**src/rtl/temporizador_mmss_if.sv**
```systemverilog
// Command/preset/display bundle between the countdown timer and its controller.
// The slave side is the timer; the master side drives commands and reads the display.
interface temporizador_mmss_if;
    logic       carregar;
    logic       iniciar;
    logic       pausar;
    logic [3:0] ini_min_dez;
    logic [3:0] ini_min_uni;
    logic [3:0] ini_seg_dez;
    logic [3:0] ini_seg_uni;
    logic [3:0] min_dez;
    logic [3:0] min_uni;
    logic [3:0] seg_dez;
    logic [3:0] seg_uni;
    logic       rodando;
    logic       fim;
    logic [1:0] estado;

    modport master (
        output carregar, iniciar, pausar,
        output ini_min_dez, ini_min_uni, ini_seg_dez, ini_seg_uni,
        input  min_dez, min_uni, seg_dez, seg_uni,
        input  rodando, fim, estado
    );

    modport slave (
        input  carregar, iniciar, pausar,
        input  ini_min_dez, ini_min_uni, ini_seg_dez, ini_seg_uni,
        output min_dez, min_uni, seg_dez, seg_uni,
        output rodando, fim, estado
    );
endinterface

```
**src/rtl/temporizador_mmss.sv**
```systemverilog
// MM:SS BCD countdown timer (max 99:59) with a 1 s prescaler and a one-cycle end pulse.
// Digit index 0..3 = seg_uni, seg_dez, min_uni, min_dez.
module temporizador_mmss #(
    parameter int unsigned TICKS_PER_SEC = 50_000_000
) (
    input  logic                clk,
    input  logic                reset_n,
    temporizador_mmss_if.slave  bus
);
    localparam int unsigned PW = (TICKS_PER_SEC > 2) ? $clog2(TICKS_PER_SEC) : 1;
    localparam logic [PW-1:0] PRESC_LAST = PW'(TICKS_PER_SEC - 1);

    typedef enum logic [1:0] {
        IDLE  = 2'd0,
        RUN   = 2'd1,
        PAUSE = 2'd2,
        DONE  = 2'd3
    } state_t;

    state_t        state_q, state_d;
    logic [PW-1:0] presc_q, presc_d;
    logic [3:0]    digit_q [4];
    logic [3:0]    digit_d [4];
    logic          fim_q, fim_d;
    logic          rodando_q, rodando_d;

    logic [3:0]    ini_digit  [4];
    logic [3:0]    load_digit [4];
    logic [3:0]    dec_digit  [4];
    logic [3:0]    borrow;
    logic          value_zero;
    logic          dec_zero;
    logic          tick;

    assign ini_digit[0] = bus.ini_seg_uni;
    assign ini_digit[1] = bus.ini_seg_dez;
    assign ini_digit[2] = bus.ini_min_uni;
    assign ini_digit[3] = bus.ini_min_dez;

    // Per-digit clamp and borrow-chain decrement; seconds tens tops out at 5.
    assign borrow[0] = 1'b1;
    for (genvar gi = 0; gi < 4; gi++) begin : g_digit
        localparam logic [3:0] MAXV = (gi == 1) ? 4'd5 : 4'd9;

        assign load_digit[gi] = (ini_digit[gi] > MAXV) ? MAXV : ini_digit[gi];
        assign dec_digit[gi]  = !borrow[gi]            ? digit_q[gi] :
                                (digit_q[gi] == 4'd0)  ? MAXV        :
                                                         digit_q[gi] - 4'd1;
        if (gi < 3) begin : g_borrow
            assign borrow[gi+1] = borrow[gi] && (digit_q[gi] == 4'd0);
        end
    end

    assign value_zero = (digit_q[0] == 4'd0) && (digit_q[1] == 4'd0) &&
                        (digit_q[2] == 4'd0) && (digit_q[3] == 4'd0);
    assign dec_zero   = (dec_digit[0] == 4'd0) && (dec_digit[1] == 4'd0) &&
                        (dec_digit[2] == 4'd0) && (dec_digit[3] == 4'd0);
    assign tick       = (state_q == RUN) && (presc_q == PRESC_LAST);

    always_ff @(posedge clk or negedge reset_n) begin
        if (!reset_n) begin
            state_q   <= IDLE;
            presc_q   <= '0;
            fim_q     <= 1'b0;
            rodando_q <= 1'b0;
            for (int i = 0; i < 4; i++) digit_q[i] <= 4'd0;
        end else begin
            state_q   <= state_d;
            presc_q   <= presc_d;
            fim_q     <= fim_d;
            rodando_q <= rodando_d;
            for (int i = 0; i < 4; i++) digit_q[i] <= digit_d[i];
        end
    end

    // Load beats everything; pausar beats iniciar; reaching 00:00 beats pausar.
    always_comb begin
        state_d = state_q;
        if (bus.carregar) begin
            state_d = IDLE;
        end else begin
            case (state_q)
                IDLE:    if (bus.iniciar && !bus.pausar && !value_zero) state_d = RUN;
                RUN:     if (tick && dec_zero) state_d = DONE;
                         else if (bus.pausar)  state_d = PAUSE;
                PAUSE:   if (bus.iniciar && !bus.pausar) state_d = RUN;
                DONE:    state_d = DONE;
                default: state_d = IDLE;
            endcase
        end
    end

    // The prescaler only advances while staying in RUN; a pause edge freezes the partial second.
    always_comb begin
        presc_d = presc_q;
        fim_d   = 1'b0;
        for (int i = 0; i < 4; i++) digit_d[i] = digit_q[i];
        if (bus.carregar) begin
            presc_d = '0;
            for (int i = 0; i < 4; i++) digit_d[i] = load_digit[i];
        end else if (state_q == IDLE && state_d == RUN) begin
            presc_d = '0;
        end else if (state_q == RUN) begin
            if (tick) begin
                presc_d = '0;
                fim_d   = dec_zero;
                for (int i = 0; i < 4; i++) digit_d[i] = dec_digit[i];
            end else if (!bus.pausar) begin
                presc_d = presc_q + 1'b1;
            end
        end
        rodando_d = (state_d == RUN);
    end

    assign bus.seg_uni = digit_q[0];
    assign bus.seg_dez = digit_q[1];
    assign bus.min_uni = digit_q[2];
    assign bus.min_dez = digit_q[3];
    assign bus.estado  = state_q;
    assign bus.rodando = rodando_q;
    assign bus.fim     = fim_q;
endmodule

```
**src/flat_wrapper.sv**
```systemverilog
// flat-port wrapper written by rule: the top's interface ports become plain ports
module temporizador_mmss_flat 
#(
    parameter int unsigned TICKS_PER_SEC = 50_000_000
)
  (clk, reset_n, bus_carregar, bus_iniciar, bus_pausar, bus_ini_min_dez, bus_ini_min_uni, bus_ini_seg_dez, bus_ini_seg_uni, bus_min_dez, bus_min_uni, bus_seg_dez, bus_seg_uni, bus_rodando, bus_fim, bus_estado);
  temporizador_mmss_if bus_i ();
  input  logic clk;
  input  logic reset_n;
  input wire logic [$bits(bus_i.carregar)-1:0] bus_carregar;
  input wire logic [$bits(bus_i.iniciar)-1:0] bus_iniciar;
  input wire logic [$bits(bus_i.pausar)-1:0] bus_pausar;
  input wire logic [$bits(bus_i.ini_min_dez)-1:0] bus_ini_min_dez;
  input wire logic [$bits(bus_i.ini_min_uni)-1:0] bus_ini_min_uni;
  input wire logic [$bits(bus_i.ini_seg_dez)-1:0] bus_ini_seg_dez;
  input wire logic [$bits(bus_i.ini_seg_uni)-1:0] bus_ini_seg_uni;
  output wire logic [$bits(bus_i.min_dez)-1:0] bus_min_dez;
  output wire logic [$bits(bus_i.min_uni)-1:0] bus_min_uni;
  output wire logic [$bits(bus_i.seg_dez)-1:0] bus_seg_dez;
  output wire logic [$bits(bus_i.seg_uni)-1:0] bus_seg_uni;
  output wire logic [$bits(bus_i.rodando)-1:0] bus_rodando;
  output wire logic [$bits(bus_i.fim)-1:0] bus_fim;
  output wire logic [$bits(bus_i.estado)-1:0] bus_estado;
  assign bus_i.carregar = bus_carregar;
  assign bus_i.iniciar = bus_iniciar;
  assign bus_i.pausar = bus_pausar;
  assign bus_i.ini_min_dez = bus_ini_min_dez;
  assign bus_i.ini_min_uni = bus_ini_min_uni;
  assign bus_i.ini_seg_dez = bus_ini_seg_dez;
  assign bus_i.ini_seg_uni = bus_ini_seg_uni;
  assign bus_min_dez = bus_i.min_dez;
  assign bus_min_uni = bus_i.min_uni;
  assign bus_seg_dez = bus_i.seg_dez;
  assign bus_seg_uni = bus_i.seg_uni;
  assign bus_rodando = bus_i.rodando;
  assign bus_fim = bus_i.fim;
  assign bus_estado = bus_i.estado;
  temporizador_mmss #(.TICKS_PER_SEC(TICKS_PER_SEC)) u_core (.clk(clk), .reset_n(reset_n), .bus(bus_i));
endmodule
```
**config.mk**
```make
export PLATFORM = sky130hd
export DESIGN_NAME = temporizador_mmss_flat
export DESIGN_NICKNAME = d
export VERILOG_FILES = /design/src/rtl/temporizador_mmss_if.sv /design/src/rtl/temporizador_mmss.sv /design/src/flat_wrapper.sv
export SDC_FILE = /design/constraint.sdc
export NUM_CORES = 1
export LEC_CHECK = 0
export CAP_MARGIN = 30
export CORE_MARGIN = 4
export CORE_UTILIZATION = 55
export DETAILED_ROUTE_END_ITERATION = 8
export PLACE_DENSITY = 0.8
export SYNTH_ARGS = -nofsm -noshare
export SYNTH_HDL_FRONTEND = slang
export SYNTH_SLANG_ARGS = --single-unit
```
**constraint.sdc**
```tcl
create_clock -name clk -period 2.83 [get_ports clk]
set_input_delay 0.4245 -clock clk [delete_from_list [all_inputs] [get_ports clk]]
set_output_delay 0.4245 -clock clk [all_outputs]
set_load 0.005 [all_outputs]
```
==> results.md, run 1 <==
* Pre-CTS setup slack at 0.409 ns
* Final Skew at 0.00815 ns
* Core area at 5140 um2
* Syn avg cell area at 9.20 um2
* Clock tree buffer depth at 2
* Die height at 80.8 um
* Slew Viols, Final at 0
* Register-to-Register Path Depth at 6
* Num ports at 41
* Pre-Repair DR Iteration Count at 5
* Worst hold slack at 0.118 ns
* Final net count at 382
* Largest net degree at the start of global routing at 28
* Yosys reg bits at 46
* Initial core utilization at 56.8%
* LEAKAGE at 1.25 nW
* Crit Reg-Reg Endpoint: u_core.presc_q[24]$_DFFE_PN0P_
* CP max-delay cell: or3_4
* Root Buffer Master: clkbuf_8
* Pwr Density at 379 nW/um2
* Critical Path Start: u_core.presc_q[12]$_DFFE_PN0P_
* Initial antenna violation count at 0
* Via/cell ratio at 6.01
* Worst VDD drop at 0.281 mV
* Worst r2r src: u_core.presc_q[12]$_DFFE_PN0P_
* Post-synth EDFFs at 0
* Flop2flop setup slack at 0.33 ns
* First-pass GRT wire length at 11.0 mm
* Fin crit share at 88.3%
* Required @ worst endpoint at 3.05 ns
* Final ANT Viol Nets at 0
* Setup bufs post-CTS at 0
* Relative slew slack at 55.9%
* Post-synthesis cell area at 2920 um2
* CTS clk-pin slew, worst paths at 0.08 ns
* Die Area at 6530 um2
* Setup repair after global routing missed its margin: false
* Setup tns final at 0 ns
* Finish-stage setup viols at 0
* CTS tree: done
* Crit path max fanout at 20
* Sequential fraction of the synthesis area at 39.5%
* MaxCap Viol Count at 0
* Detail Placement HPWL at 4.89 mm
* Share of cells above drive strength 1 at 9.72%
* Final setup margin at 0.331 ns
* CTS Buf Count at 5
* Synthesized net count at 339
* Status: completed
* Antenna Cells at 0
* DRC Markers at 0
* Vias in the first global route at 2307
* Fin. Hold Viols at 0
* Cell row count at 26
* Post-CTS sizing at 0
* Max Freq at 400 MHz
* Most used DFF post-synth: dfrtp_1
* CP Cell Sequence: and4_1, nand2_1, or3_4, a21o_1, or4_1, a21oi_1
* Clock Sinks at 46
* Vias at 2583
* Overall Power at 1.31 mW
* Kind of critical path: register to register
* DRT iter0 DRCs at 196
* Total grt overflow at 0
* CP Data Arrival Time at 2.72 ns
* Worst Hold Class: input pin to async pin
* Clock latency on the worst-skew pair at 0.30 ns
* Worst setup endpoint: u_core.presc_q[24]$_DFFE_PN0P_
* Gp weighted congestion at 0.836
* Crit-path max cell delay at 0.53 ns
* Asr flop ratio synth at 100%
* Port bufs at 40
* # H-tree levels at 2
* Avg WL per Cell at 15.2 um
* Cell count after synthesis at 317
* # fillers at 421
* Yosys cell types at 60
* Tightest Pin Transition at 0.658 ns
* CP Launch Type: register
* Die W at 80.8 um
* CP endpoint kind: register
* Post-layout minimum cycle time at 2.50 ns
* P&R area growth vs syn at 18.5%
* Drt total wl at 6.53 mm
* Hold_buf cts at 0
* GRT Total Usage at 21.4%
* Synth warnings at 0
==> how the worst min path moves through the flow <==
stage / startpoint / endpoint / slack [ns] / cells past startpoint
6_report: reset_n / u_core.bus.min_dez[3]$_DFFE_PN0P_ / 0.12 / 1
5_1_grt: reset_n / u_core.presc_q[18]$_DFFE_PN0P_ / 0.15 / 1
4_1_cts: reset_n / u_core.presc_q[18]$_DFFE_PN0P_ / 0.13 / 1
3_5_place_dp: reset_n / u_core.bus.min_uni[2]$_DFFE_PN0P_ / 0.46 / 1
3_3_place_gp: u_core.presc_q[15]$_DFFE_PN0P_ / u_core.presc_q[15]$_DFFE_PN0P_ / 0.47 / 1
2_1_floorplan: reset_n / u_core.bus.estado[0]$_DFF_PN0_ / 0.13 / 0
==> worst max-delay path, delay by kind of cell, from the launching register on <==
kind / cells / cell delay, ns
flip-flops: 1 / 0.46
AND/OR/NAND/NOR: 4 / 1.51
AO/OA/AOI/OAI: 2 / 0.45
==> layout make-up <==
class	count	area [um2]	share of cell area, %
Inverter	5	18.8	0.543
Tap cell	70	87.6	2.53
Multi-Input combinational cell	254	1650	47.6
Timing Repair Buffer	48	475	13.7
Clock buffer	6	72.6	2.10
Sequential cell	46	1150	33.3
Clock inverter	1	7.51	0.217
==> synthesized netlist by cell type, drive strengths merged, types with 3 or more instances <==
library cell | number | area share [%]
dfrtp | 46 | 39
nor2 | 45 | 5.8
nand2 | 28 | 3.6
xnor2 | 24 | 7.2
a21oi | 17 | 3.3
nand3 | 17 | 3.3
o21ai | 16 | 2.7
nor3 | 13 | 2.9
and3 | 9 | 1.9
buf | 9 | 2.9
nand4 | 9 | 1.9
nor4 | 7 | 3.0
a211oi | 6 | 1.7
mux2i | 5 | 1.7
or3 | 5 | 1.2
and4 | 4 | 1.3
inv | 4 | 0.51
nor4b | 4 | 1.2
or2 | 4 | 0.86
a2111oi | 3 | 2.2
a22oi | 3 | 0.77
o21a | 3 | 0.77
o22ai | 3 | 0.64
or4 | 3 | 0.90
==> report_power, final <==
part | internal [mW] | switching (mW) | leakage [nW]
combinational | 0.110 | 0.101 | 0.601
clock | 0.170 | 0.216 | 0.0373
sequential | 0.678 | 0.0348 | 0.612
==> logic make-up after synthesis <==
logic type	Yosys count	share of synthesized area, %
DFF	46	39.5
xor gates and xnor gates	25	7.50
adders and majority gates	1	0.429
and+or+nand+nor	158	30.7
muxes	5	1.72
buffers and inverters	17	4.16
AOI/OAI and AO/OA	65	16.0
==> routing by layer <==
layer  track usage [%]  routed length [um]  share of wire, %
met5                 0                   0                 0
met4              4.39                  45              0.69
met3              4.88                 392               6.0
met2              33.7                3040                47
met1              30.3                3050                47
==> cell usage in the layout, fill, tap and decap left out, types with 5 or more instances in the layout <==
cell type and count:
dfrtp_1 46, nor2_1 45, clkdlybuf4s50_1 39, nand2_1 28
xnor2_1 24, nand3_1 16, a21oi_1 16, o21ai_0 13
nor3_1 9, and3_1 9, nand4_1 9, buf_4 7
mux2i_1 5, a211oi_1 5, clkbuf_8 5
==> flip-flops by register name, summed over array words and instances (netlist names) <==
signal	count
u_core.bus.min_uni	4
u_core.bus.min_dez	4
u_core.bus.fim	1
u_core.bus.rodando	1
u_core.bus.estado	2
u_core.bus.seg_dez	4
u_core.bus.seg_uni	4
u_core.presc_q	26
==> stage by stage <==
step,cell area [um2],cells,util (%)
finish,3460,430,67.3
global route,3460,430,67.3
CTS,3460,430,67.3
detailed placement,3380,423,65.7
global placement,3350,422,65.2
floorplan,2920,317,-
No activity file was read; power rests on OpenSTA's default activity.
==> run 2: changes to the inputs <==
CORE_UTILIZATION = 57   (was 55)
CTS_BUF_LIST = sky130_fd_sc_hd__clkbuf_2 sky130_fd_sc_hd__clkbuf_4 sky130_fd_sc_hd__clkbuf_8   (was unset)
PLACE_DENSITY = 0.83   (was 0.8)
==> run 2 against run 1 <==
Non-clock buffer count unchanged; critical endpoint is now u_core.presc_q[22]$_DFFE_PN0P_; combinational power barely moved; sequential share of layout area hardly changed; clock power rose by 11%; setup slack got worse by 0.0045 ns; largest power group unchanged; wire length increased by 5.4%; register-to-register slack about the same; sequential power hardly changed.
==> results.md, run 2 (same netlist as run 1, synthesis figures left out) <==
* Avg WL per Cell at 16.1 um (was 15.2 um)
* Cell row count at 25 (was 26)
* Gp weighted congestion at 0.884 (was 0.836)
* Drt total wl at 6.89 mm (was 6.53 mm)
* Die W at 79.5 um (was 80.8 um)
* Hold_buf cts at 0 (unchanged)
* Commonest non-fill, non-tap cells in the layout: dfrtp_1 (46), nor2_1 (45), clkdlybuf4s50_1 (39) (unchanged)
* Clock Sinks at 46 (unchanged)
* Status: completed (unchanged)
* Final ANT Viol Nets at 0 (unchanged)
* Largest net degree at the start of global routing at 28 (unchanged)
* Register-to-Register Path Depth at 6 (unchanged)
* CP Launch Type: register (unchanged)
* Critical Path Start: u_core.presc_q[11]$_DFFE_PN0P_ (was u_core.presc_q[12]$_DFFE_PN0P_)
* DRC Markers at 0 (unchanged)
* Via/cell ratio at 6.16 (was 6.01)
* LEAKAGE at 1.26 nW (was 1.25 nW)
* Worst r2r src: u_core.presc_q[11]$_DFFE_PN0P_ (was u_core.presc_q[12]$_DFFE_PN0P_)
* Die Area at 6330 um2 (was 6530 um2)
* Final Skew at 0.00919 ns (was 0.00815 ns)
* Flop2flop setup slack at 0.33 ns (about the same)
* CP max-delay cell: or3_4 (unchanged)
* Tightest Pin Transition at 0.722 ns (was 0.658 ns)
* Clock latency on the worst-skew pair at 0.30 ns (about the same)
* Largest register FFs at 26 (unchanged)
* Final setup margin at 0.327 ns (was 0.331 ns)
* CP Cell Sequence: nor4_1, nand4_1, or3_4, a21o_1, or4_1, a21oi_1 (was and4_1, nand2_1, or3_4, a21o_1, or4_1, a21oi_1)
* Pwr Density at 391 nW/um2 (was 379 nW/um2)
* CP Data Arrival Time at 2.72 ns (about the same)
* # H-tree levels at 2 (unchanged)
* Post-CTS sizing at 0 (unchanged)
* CTS clk-pin slew, worst paths at 0.09 ns (was 0.08 ns)
* CP endpoint kind: register (unchanged)
* Total grt overflow at 0 (unchanged)
* Finish-stage setup viols at 0 (unchanged)
* DRT iter0 DRCs at 202 (was 196)
* Vias at 2637 (was 2583)
* Port bufs at 40 (unchanged)
* Setup bufs post-CTS at 0 (unchanged)
* Placed cell areas at 3370 um2 (was 3380 um2)
* Worst hold slack at 0.0844 ns (was 0.118 ns)
* Core area at 4850 um2 (was 5140 um2)
* Relative slew slack at 51.6% (was 55.9%)
* # fillers at 366 (was 421)
* Fin. Hold Viols at 0 (unchanged)
* Slew Viols, Final at 0 (unchanged)
* Initial core utilization at 60.2% (was 56.8%)
* CTS Buf Count at 5 (unchanged)
* Worst Hold Class: input pin to async pin (unchanged)
* Setup repair after global routing missed its margin: false (unchanged)
* Worst VDD drop at 0.271 mV (was 0.281 mV)
* Pre-CTS setup slack at 0.383 ns (was 0.409 ns)
* GRT Total Usage at 23.1% (was 21.4%)
* Die height at 79.5 um (was 80.8 um)
* Root Buffer Master: clkbuf_8 (unchanged)
* P&R area growth vs syn at 18.7% (was 18.5%)
* Crit-path max cell delay at 0.51 ns (was 0.53 ns)
* Post-route cell area at 3460 um2 (about the same)
* Final net count at 382 (unchanged)
* Pre-Repair DR Iteration Count at 5 (unchanged)
* Initial antenna violation count at 0 (unchanged)
* Detail Placement HPWL at 5.11 mm (was 4.89 mm)
* Most common cell after layout, fill and taps aside: dfrtp_1 (unchanged)
* Crit Reg-Reg Endpoint: u_core.presc_q[22]$_DFFE_PN0P_ (was u_core.presc_q[24]$_DFFE_PN0P_)
* Worst setup endpoint: u_core.presc_q[22]$_DFFE_PN0P_ (was u_core.presc_q[24]$_DFFE_PN0P_)
* Setup tns final at 0 ns (unchanged)
* Post-layout minimum cycle time at 2.50 ns (about the same)
* Biggest register: u_core.presc_q (unchanged)
* Crit path max fanout at 20 (unchanged)
* Num ports at 41 (unchanged)
* First-pass GRT wire length at 11.7 mm (was 11.0 mm)
* Vias in the first global route at 2437 (was 2307)
* Share of cells above drive strength 1 at 10.2% (was 9.72%)
* CTS tree: done (unchanged)
* Clock tree buffer depth at 2 (unchanged)
* Kind of critical path: register to register (unchanged)
* Fin crit share at 88.4% (was 88.3%)
* Max Freq at 400 MHz (about the same)
* MaxCap Viol Count at 0 (unchanged)
* Antenna Cells at 0 (unchanged)
* Required @ worst endpoint at 3.05 ns (about the same)
[run 2: cell count changes in the layout (fill, tap and decap cells not counted)]
cell        previous run  this run
buf_12                 0         1
buf_16                 1         0
clkbuf_1               1         0
clkbuf_4               0         1
clkbuf_8               5         6
clkinv_2               0         1
clkinvlp_4             1         0
[run 2: area by class of cell]
type	count	area (um2)	share of cell area, %
inverter	5	18.8	0.542
clock buffer	7	90.1	2.60
timing repair buffer	48	468	13.5
sequential	46	1150	33.2
multi-input combinational	254	1650	47.5
tap	67	83.8	2.42
clock inverter	1	5.00	0.145
[run 2: where the power goes]
group | internal, mW | switching [mW] | total (mW)
Clock | 0.207 | 0.223 | 0.430
Sequential | 0.678 | 0.0347 | 0.712
Combinational | 0.109 | 0.102 | 0.210
[run 2: how the worst min path moves through the flow]
stage          cells after the start                            from                             end  slack, ns
3_3_place_gp                       1  u_core.presc_q[15]$_DFFE_PN0P_  u_core.presc_q[15]$_DFFE_PN0P_       0.47
5_1_grt                            1                         reset_n  u_core.presc_q[15]$_DFFE_PN0P_       0.13
3_5_place_dp                       1                         reset_n  u_core.presc_q[15]$_DFFE_PN0P_       0.43
2_1_floorplan                      0                         reset_n  u_core.bus.estado[0]$_DFF_PN0_       0.13
4_1_cts                            1                         reset_n  u_core.presc_q[15]$_DFFE_PN0P_       0.10
6_report                           1                         reset_n  u_core.presc_q[15]$_DFFE_PN0P_       0.08
[run 2: metal layers]
metal / global-route usage [%] / up-vias / part of all wire, %
met5: 0 / - / 0
met4: 6.36 / 0 / 1.1
met3: 3.27 / 13 / 5.5
met2: 36.9 / 94 / 48
met1: 32.6 / 1286 / 46
li1: - / 1244 / -
[run 2: per-stage QoR]
stage | instances | util, % | total power [mW]
global route | 428 | 71.4 | 1.41
finish | 428 | 71.4 | 1.35
floorplan | 317 | - | 0.822
CTS | 428 | 71.4 | 1.35
detailed placement | 420 | 69.4 | 0.935
global placement | 419 | 69.0 | 0.928
[run 2: critical path, delay by kind of cell, from the launching register on]
family,cells,cell delay (ns)
AO/OA/AOI/OAI,2,0.44
flip-flops,1,0.44
AND/OR/NAND/NOR,4,1.53
==> run 3: changes to the inputs <==
--- a/config.mk
+++ b/config.mk
@@ -9,6 +9,5 @@
 export CORE_MARGIN = 4
-export CORE_UTILIZATION = 57
+export CORE_UTILIZATION = 41
 export CTS_BUF_LIST = sky130_fd_sc_hd__clkbuf_2 sky130_fd_sc_hd__clkbuf_4 sky130_fd_sc_hd__clkbuf_8
 export DETAILED_ROUTE_END_ITERATION = 8
-export PLACE_DENSITY = 0.83
 export SYNTH_ARGS = -nofsm -noshare
==> constraint.sdc (replaced) <==
create_clock -name clk -period 2.83 [get_ports clk]
set_input_delay 0.849 -clock clk [delete_from_list [all_inputs] [get_ports clk]]
set_output_delay 0.849 -clock clk [all_outputs]
set_load 0.005 [all_outputs]
==> run 3 against run 2 <==
Worst hold slack improved by 0.40 ns; setup slack worse by 0.0023 ns; via count shrank 2.8%; maximum frequency is essentially flat; flip-flop and latch count unchanged; global-route usage fell by 5.1 points; critical endpoint unchanged; highest routed layer unchanged.
==> results.md, run 3 (same netlist as run 1, synthesis figures left out) <==
* Slew Viols, Final at 0 (unchanged)
* Vias at 2562 (was 2637)
* Commonest non-fill, non-tap cells in the layout: dfrtp_1 (46), nor2_1 (45), clkdlybuf4s50_1 (39) (unchanged)
* Die W at 92.4 um (was 79.5 um)
* # H-tree levels at 2 (unchanged)
* Overall Power at 1.35 mW (about the same)
* First-pass GRT wire length at 12.3 mm (was 11.7 mm)
* Final net count at 390 (was 382)
* Vias in the first global route at 2428 (was 2437)
* Post-CTS sizing at 0 (unchanged)
* Relative slew slack at 51.9% (was 51.6%)
* WHS Path Cells at 1
* P&R area growth vs syn at 21.6% (was 18.7%)
* Finish-stage setup viols at 0 (unchanged)
* Crit path max fanout at 20 (unchanged)
* Root Buffer Master: clkbuf_8 (unchanged)
* LEAKAGE at 1.30 nW (was 1.26 nW)
* Gp weighted congestion at 0.810 (was 0.884)
* Via/cell ratio at 5.52 (was 6.16)
* CP endpoint kind: register (unchanged)
* Setup bufs post-CTS at 0 (unchanged)
* MaxCap Viol Count at 0 (unchanged)
* Kind of critical path: register to register (unchanged)
* Sequential share of power at 52.6% (was 52.7%)
* Final setup margin at 0.325 ns (was 0.327 ns)
* Initial core utilization at 42.5% (was 60.2%)
* Worst VDD drop at 0.186 mV (was 0.271 mV)
* Pre-CTS setup slack at 0.0816 ns (was 0.383 ns)
* Tightest Pin Transition at 0.719 ns (was 0.722 ns)
* CTS Buf Count at 5 (unchanged)
* Status: completed (unchanged)
* Clock Sinks at 46 (unchanged)
* Avg WL per Cell at 15.7 um (was 16.1 um)
* Die height at 92.4 um (was 79.5 um)
* Drt total wl at 7.30 mm (was 6.89 mm)
* Pre-Repair DR Iteration Count at 4 (was 5)
* Largest net degree at the start of global routing at 47 (was 28)
* Die Area at 8530 um2 (was 6330 um2)
* Comb pwr share at 16.5% (was 15.6%)
* Register-to-Register Path Depth at 6 (unchanged)
* Flop2flop setup slack at 0.32 ns (was 0.33 ns)
* Final ANT Viol Nets at 0 (unchanged)
* Switching Fraction at 27.3% (was 26.5%)
* Biggest register: u_core.presc_q (unchanged)
* Setup repair after global routing missed its margin: false (unchanged)
* Crit Reg-Reg Endpoint: u_core.presc_q[22]$_DFFE_PN0P_ (unchanged)
* HP Start: u_core.presc_q[15]$_DFFE_PN0P_
* Share of cells above drive strength 1 at 12.0% (was 10.2%)
* Pwr Density at 381 nW/um2 (was 391 nW/um2)
* Cell row count at 30 (was 25)
* Total grt overflow at 0 (unchanged)
* Hold_buf cts at 0 (unchanged)
* Antenna Cells at 0 (unchanged)
* Net Sw Power at 0.369 mW (was 0.359 mW)
* Placed cell areas at 3460 um2 (was 3370 um2)
* Fin crit share at 88.5% (was 88.4%)
* Max Freq at 399 MHz (was 400 MHz)
* DRT iter0 DRCs at 199 (was 202)
* Core area at 6870 um2 (was 4850 um2)
* Fin. Hold Viols at 0 (unchanged)
* Clock tree buffer depth at 2 (unchanged)
* CTS tree: done (unchanged)
* Most common cell after layout, fill and taps aside: dfrtp_1 (unchanged)
* P_int at 0.983 mW (was 0.994 mW)
* Largest register FFs at 26 (unchanged)
* Required @ worst endpoint at 3.06 ns (was 3.05 ns)
* Worst Hold Class: register to register (was input pin to async pin)
* Worst r2r src: u_core.presc_q[10]$_DFFE_PN0P_ (was u_core.presc_q[11]$_DFFE_PN0P_)
* CTS clk-pin slew, worst paths at 0.09 ns (about the same)
* DRC Markers at 0 (unchanged)
* CP Data Arrival Time at 2.74 ns (was 2.72 ns)
* Post-layout minimum cycle time at 2.51 ns (was 2.50 ns)
* Post-route cell area at 3550 um2 (was 3460 um2)
* Worst Hold End: u_core.presc_q[15]$_DFFE_PN0P_
* Num ports at 41 (unchanged)
* Clk pwr share at 31.0% (was 31.8%)
* GRT Total Usage at 17.9% (was 23.1%)
* Initial antenna violation count at 0 (unchanged)
* CP Launch Type: register (unchanged)
* Setup tns final at 0 ns (unchanged)
* Port bufs at 40 (unchanged)
* Clock latency on the worst-skew pair at 0.31 ns (was 0.30 ns)
* Final Skew at 0.00705 ns (was 0.00919 ns)
* Detail Placement HPWL at 5.31 mm (was 5.11 mm)
==> run 3: worst max-delay path, stage by stage (launching register included) <==
cell and delay, ns:
dfrtp_1 0.45, nor4b_1 0.42, nand4_1 0.20, or3_4 0.52, a21o_1 0.27, or4_1 0.41, a21oi_1 0.15
==> run 3: worst max-delay path by stage <==
stage / from / end / slack (ns) / cells after the start
floorplan: bus_pausar / u_core.presc_q[24]$_DFFE_PN0P_ / 0.53 / 5
global placement: bus_pausar / u_core.presc_q[11]$_DFFE_PN0P_ / 0.14 / 7
detailed placement: bus_pausar / u_core.presc_q[11]$_DFFE_PN0P_ / 0.08 / 7
CTS: u_core.bus.estado[1]$_DFF_PN0_ / u_core.presc_q[22]$_DFFE_PN0P_ / 0.35 / 6
global route: u_core.bus.seg_dez[1]$_DFFE_PN0P_ / u_core.presc_q[14]$_DFFE_PN0P_ / 0.09 / 7
finish: u_core.presc_q[10]$_DFFE_PN0P_ / u_core.presc_q[22]$_DFFE_PN0P_ / 0.32 / 6
==> run 3: power by group through the flow <==
stage                     Combinational (mW)  Clock, mW  Sequential, mW
after global placement                 0.222          0           0.724
after global routing                   0.243      0.453           0.716
final                                  0.223      0.419           0.711
after CTS                              0.225      0.429           0.711
after detailed placement               0.223          0           0.724
after floorplan                        0.104          0           0.718
==> run 3: through the flow <==
| stage | instances | hold WS, ns | utilization, % |
|---|---|---|---|
| after detailed placement | 457 | 0.477 | 50.4 |
| after CTS | 464 | 0.491 | 51.6 |
| final | 464 | 0.484 | 51.6 |
| after global placement | 457 | 0.469 | 50.4 |
| after global routing | 464 | 0.527 | 51.6 |
| after floorplan | 317 | 0.445 | - |
==> run 3: layout make-up <==
type | instances | area, um2
Fill cell | 658 | 3320
Sequential cell | 46 | 1150
Timing Repair Buffer | 56 | 528
Multi-Input combinational cell | 254 | 1650
Clock buffer | 7 | 83.8
Inverter | 5 | 18.8
Tap cell | 96 | 120
==> run 3: metal layers <==
layer	routed length (um)	track usage [%]
met1	3550	25.7
met2	3340	27.6
met3	295	2.52
met4	116	6.44
met5	0	0
